==> src/rtl/tff_pkg.sv <==
// Shared constants for the toggle-flip-flop counter family.
package tff_pkg;

    localparam logic DIR_UP   = 1'b1;
    localparam logic DIR_DOWN = 1'b0;

    localparam int TFF_DEFAULT_WIDTH = 4;

endpackage

==> src/rtl/tff_cell.sv <==
// Single toggle cell: a D flip-flop fed with q ^ t, synchronously cleared by reset.
module tff_cell (
    input  logic clk,
    input  logic reset,
    input  logic t,
    output logic q,
    output logic qbar
);

    always_ff @(posedge clk) begin
        if (reset) begin
            q <= 1'b0;
        end else begin
            q <= q ^ t;
        end
    end

    assign qbar = ~q;

endmodule

==> src/rtl/tff_counter.sv <==
// Modulo-MODULUS up/down counter assembled from a chain of tff_cell toggle cells.
// Define TFF_COUNTER_LOAD_EN to add the parallel load/load_val ports.
module tff_counter
    import tff_pkg::*;
#(
    parameter int WIDTH   = TFF_DEFAULT_WIDTH,
    parameter int MODULUS = 16
) (
    input  logic             clk,
    input  logic             reset,
    input  logic             en,
    input  logic             up,
`ifdef TFF_COUNTER_LOAD_EN
    input  logic             load,
    input  logic [WIDTH-1:0] load_val,
`endif
    output logic [WIDTH-1:0] count,
    output logic [WIDTH-1:0] count_bar,
    output logic             tc,
    output logic             wrap
);

    localparam logic [WIDTH-1:0] LAST = WIDTH'(MODULUS - 1);

    logic [WIDTH-1:0] next_count;
    logic [WIDTH-1:0] t;

    assign tc = en & (((up == DIR_UP) & (count == LAST)) |
                      ((up == DIR_DOWN) & (count == '0)));

    // Explicit wrap to LAST/0 keeps non-power-of-two moduli inside 0..MODULUS-1.
    always_comb begin
        next_count = count;
`ifdef TFF_COUNTER_LOAD_EN
        if (load) begin
            if (int'(load_val) < MODULUS) begin
                next_count = load_val;
            end else begin
                next_count = LAST;
            end
        end else
`endif
        if (en) begin
            if (up == DIR_UP) begin
                next_count = (count == LAST) ? '0 : count + WIDTH'(1);
            end else begin
                next_count = (count == '0) ? LAST : count - WIDTH'(1);
            end
        end
    end

    assign t = count ^ next_count;

    for (genvar i = 0; i < WIDTH; i++) begin : g_cell
        tff_cell u_cell (
            .clk  (clk),
            .reset(reset),
            .t    (t[i]),
            .q    (count[i]),
            .qbar (count_bar[i])
        );
    end

    always_ff @(posedge clk) begin
        if (reset) begin
            wrap <= 1'b0;
`ifdef TFF_COUNTER_LOAD_EN
        end else if (load) begin
            wrap <= 1'b0;
`endif
        end else begin
            wrap <= tc;
        end
    end

endmodule

==> config.mk <==
export PLATFORM = sky130hd
export DESIGN_NAME = tff_counter
export DESIGN_NICKNAME = d
export VERILOG_FILES = /design/src/rtl/tff_pkg.sv /design/src/rtl/tff_cell.sv /design/src/rtl/tff_counter.sv
export SDC_FILE = /design/constraint.sdc
export NUM_CORES = 1
export LEC_CHECK = 0
export CAP_MARGIN = 20
export CELL_PAD_IN_SITES_DETAIL_PLACEMENT = 1
export CELL_PAD_IN_SITES_GLOBAL_PLACEMENT = 1
export CORE_MARGIN = 2
export CORE_UTILIZATION = 26
export CTS_CLUSTER_DIAMETER = 50
export DETAILED_ROUTE_END_ITERATION = 10
export PLACE_DENSITY = 0.78
export SLEW_MARGIN = 20
export SYNTH_ARGS = -nofsm -noshare
export SYNTH_HDL_FRONTEND = slang
export SYNTH_SLANG_ARGS = --single-unit
==> constraint.sdc <==
create_clock -name clk -period 1.55 [get_ports clk]
set_input_delay 0.31 -clock clk [delete_from_list [all_inputs] [get_ports clk]]
set_output_delay 0.31 -clock clk [all_outputs]
set_load 0.01 [all_outputs]
# Word level (Yosys, flattened, before mapping)
# Index checks and enable logic that the tools add are counted.
[word_totals]
register_bits = 5
input_bits = 4
out_inout_bits = 10
word_cells = 27
[classes]
n_addsub = 2
n_eq_ne = 1
n_mux = 4
n_bitwise = 14
n_reduce_logical = 1
[op_table]
columns = ["operator", "count"]
rows = [
  ["4-bit 2-to-1 mux", 4],
  ["1-bit inverter", 5],
  ["4-bit by 1-bit adder with 4-bit output (second input constant)", 1],
  ["4-bit equality test (second input constant)", 1],
  ["4-bit zero test", 1],
  ["4-bit by 1-bit subtractor with 4-bit output (second input constant)", 1],
  ["1-bit XOR", 4],
  ["4-bit XOR", 1],
  ["1-bit bitwise AND", 3],
  ["1-bit bitwise OR", 1],
]

# Longest topological paths before layout
[logic_depth]
word_depth = 6
mapped_depth = 6
mapped_depth_nobuf = 6

# Hierarchy
# Synthesis repeated with hierarchy kept, for this count alone.
[hier_totals]
cells_unflattened = 41
hier_area_um2 = 357.8
[by_module_without_submodules]
columns = ["mod", "instances", "cells_per_inst", "area_per_inst_um2"]
rows = [
  ["tff_counter", 1, 25, 212.7],
  ["tff_cell", 4, 4, 36.3],
]

# Least setup slack after synthesis
# Ideal clock, no wire load.
[synth_path]
path_type = "register to output"
start = "register (tool-made name)"
end = "output port tc"
arrival_time_ps = 1244
slack_ps = -4
path_stages_with_launch = 5
cell_sequence = "dfxtp_1 inv_1 ha_1 or4b_4 a21boi_2"
[synth_lines]
columns = ["item", "line_no", "rtl"]
rows = [
  ["end: declaration", "tff_counter.sv:19", "output logic tc,"],
]

==> results_dict.tcl <==
set metrics [dict create \
    min_path_type "reg -> reg" \
    outcome "complete, but fails checks" \
    clock_latency_ns 0.25 \
    clk_pin_slew_ns 0.04 \
    final_cell_mix "buf_4 (15), dlygate4sd2_1 (8), nor2_1 (4)" \
    synth_seq_cells 5 \
    min_period_ns 1.85 \
    core.rowCount 13 \
    p_total_mw 0.530 \
    clock_path_buffers 2 \
    drc_errors 0 \
    gp_congestion 0.838 \
    core-area_sq_mm 0.00132 \
    synth-warning-count 0 \
    start_util_pct 28.1 \
    period_share_pct 119 \
    placedCellCount 75 \
    syn-instance-count 44 \
    maxCapViolations 0 \
    ioPinCount 14 \
    fin_skew_ns 0.00581 \
    drive_above_1_share_pct 41.8 \
    clock-sinks 5 \
    violations "setup timing" \
    power_density_mw_per_mm2 880 \
    tns_ns -0.299 \
    setup-violations-final 1 \
    dp_hpwl_um 835 \
    start_kind "flop" \
    synthesis.area_sq_um 370 \
    area_delta_synth_final_pct 62.5 \
    rsz0062_at_grt "true" \
    crit_required_ns 1.24 \
    drt_iter0_markers 4 \
    avgSynthCellArea_sq_um 8.42 \
    track_usage_pct 13.5 \
    ir_drop_mv 0.458 \
    syn-num-nets 50 \
    vias 367 \
    fp.dieH_um 41.7 \
    via_per_inst 4.48 \
    final_common_cell "buf_4" \
    wl_um 1130 \
    power_leakage_nw 0.275 \
    antenna_found_initial 0 \
    ctsHoldBuffers 0 \
    ant_nets 0 \
    grt_max_degree 8 \
    die_x_um 41.7 \
    slew_viol_final 0 \
    drtPass1Iterations 2 \
    grt_pass1_vias 373 \
    final_net_count 74 \
    worst_slack_ns -0.299 \
    worstSetupPathType "reg -> out" \
    crit_path_end_kind "primary output" \
    worst_pin_slew_ns 0.227 \
    yosysUniqueCellTypes 21 \
    grt_overflow_total 0 \
    tritoncts "built" \
    dieArea_sq_mm 0.00174 \
    hold_violations 0 \
    stdcell_count 82 \
    relSlewSlack_pct 84.8 \
    antenna_cells 0 \
    port_buffers 13 \
    crit_arrival_ns 1.54 \
    cts_buffers 3 \
    yosysSeqAreaShare_pct 27.0 \
    fmax_ghz 0.541 \
    cts_root_buffer "clkbuf_4" \
    wl_per_cell_um 13.8 \
    path_max_fanout 2 \
    cts_max_level 1 \
    grt_pass1_wl_um 1730 \
]
-- per-layer routing --
metal	up-vias	part of all wire [%]	wire length, um	GRT usage (%)
met1	168	44	494	15.4
met5	-	0	0	0
met3	3	2.8	32	0.435
met2	10	51	582	23.8
li1	186	-	-	-
met4	0	1.9	22	9.68
-- what timing repair did --
item                       in CTS  in global routing
pin swaps                       3                  2
hold endpoints to repair        0                  0
setup endpoints to repair      10                  1
resized for setup              19                  2
buffers inserted                1                  2
-- synth_stat cells (all sizes together) --
| master | count | share of area, % |
|---|---|---|
| a21boi | 2 | 5.1 |
| o21ai | 1 | 1.4 |
| and2b | 1 | 2.4 |
| nand2b | 1 | 1.7 |
| nor3 | 1 | 1.4 |
| nor2 | 4 | 4.1 |
| nand3 | 1 | 1.4 |
| nand2 | 2 | 2.0 |
| mux2i | 1 | 2.7 |
| inv | 4 | 4.1 |
| buf | 8 | 16 |
| mux2 | 1 | 3.0 |
| xnor2 | 3 | 7.1 |
| ha | 2 | 6.8 |
| nand4 | 2 | 3.4 |
| a21oi | 2 | 2.7 |
| o21a | 1 | 2.0 |
| o211ai | 1 | 2.0 |
| dfxtp | 5 | 27 |
| or4b | 1 | 3.7 |
-- critical path: stages (launching register included) --
cell	delay, ns
dfxtp_2	0.32
inv_2	0.07
ha_4	0.13
or4b_4	0.48
a21boi_4	0.17
buf_6	0.12
-- kinds of logic after synthesis --
group | Yosys count | share of synthesized area (%)
xor+xnor | 3 | 7.10
mux | 2 | 5.74
flops | 5 | 27.0
simple gates | 13 | 19.9
buf+inv | 12 | 20.3
fa+ha+maj | 2 | 6.76
compound gates | 7 | 13.2
-- per-stage QoR --
stage	hold slack (ns)	instance area [sq um]	worst slack [ns]	utilization, %
2_1_floorplan	0.379	378	0.0191	-
3_3_place_gp	0.616	549	-0.681	41.7
3_5_place_dp	0.634	549	-0.735	41.7
4_1_cts	0.640	582	-0.341	44.2
5_1_grt	0.671	602	-0.344	45.7
6_report	0.643	602	-0.299	45.7
-- power breakdown --
| part | internal [mW] | leakage [nW] | switching [mW] |
|---|---|---|---|
| Sequential | 0.143 | 0.0419 | 0.00816 |
| Clock | 0.0979 | 0.0150 | 0.0624 |
| Combinational | 0.122 | 0.219 | 0.0967 |
-- layout make-up --
cell class	count	area, sq um
well taps	15	18.8
multi-input cells	27	215
repair buffers	27	224
clock buffers	4	26.3
inverters	4	15.0
flip-flops and latches	5	103
fillers	154	716
-- worst paths after layout --
check / start / slack, ns / cells after the start / end
max: flop / -0.30 / 5 / tc
min: flop / 0.64 / 3 / flop
max reg2reg: flop / 0.05 / 7 / flop
min reg2reg: flop / 0.64 / 3 / flop
No activity file was read; power rests on OpenSTA's default activity.
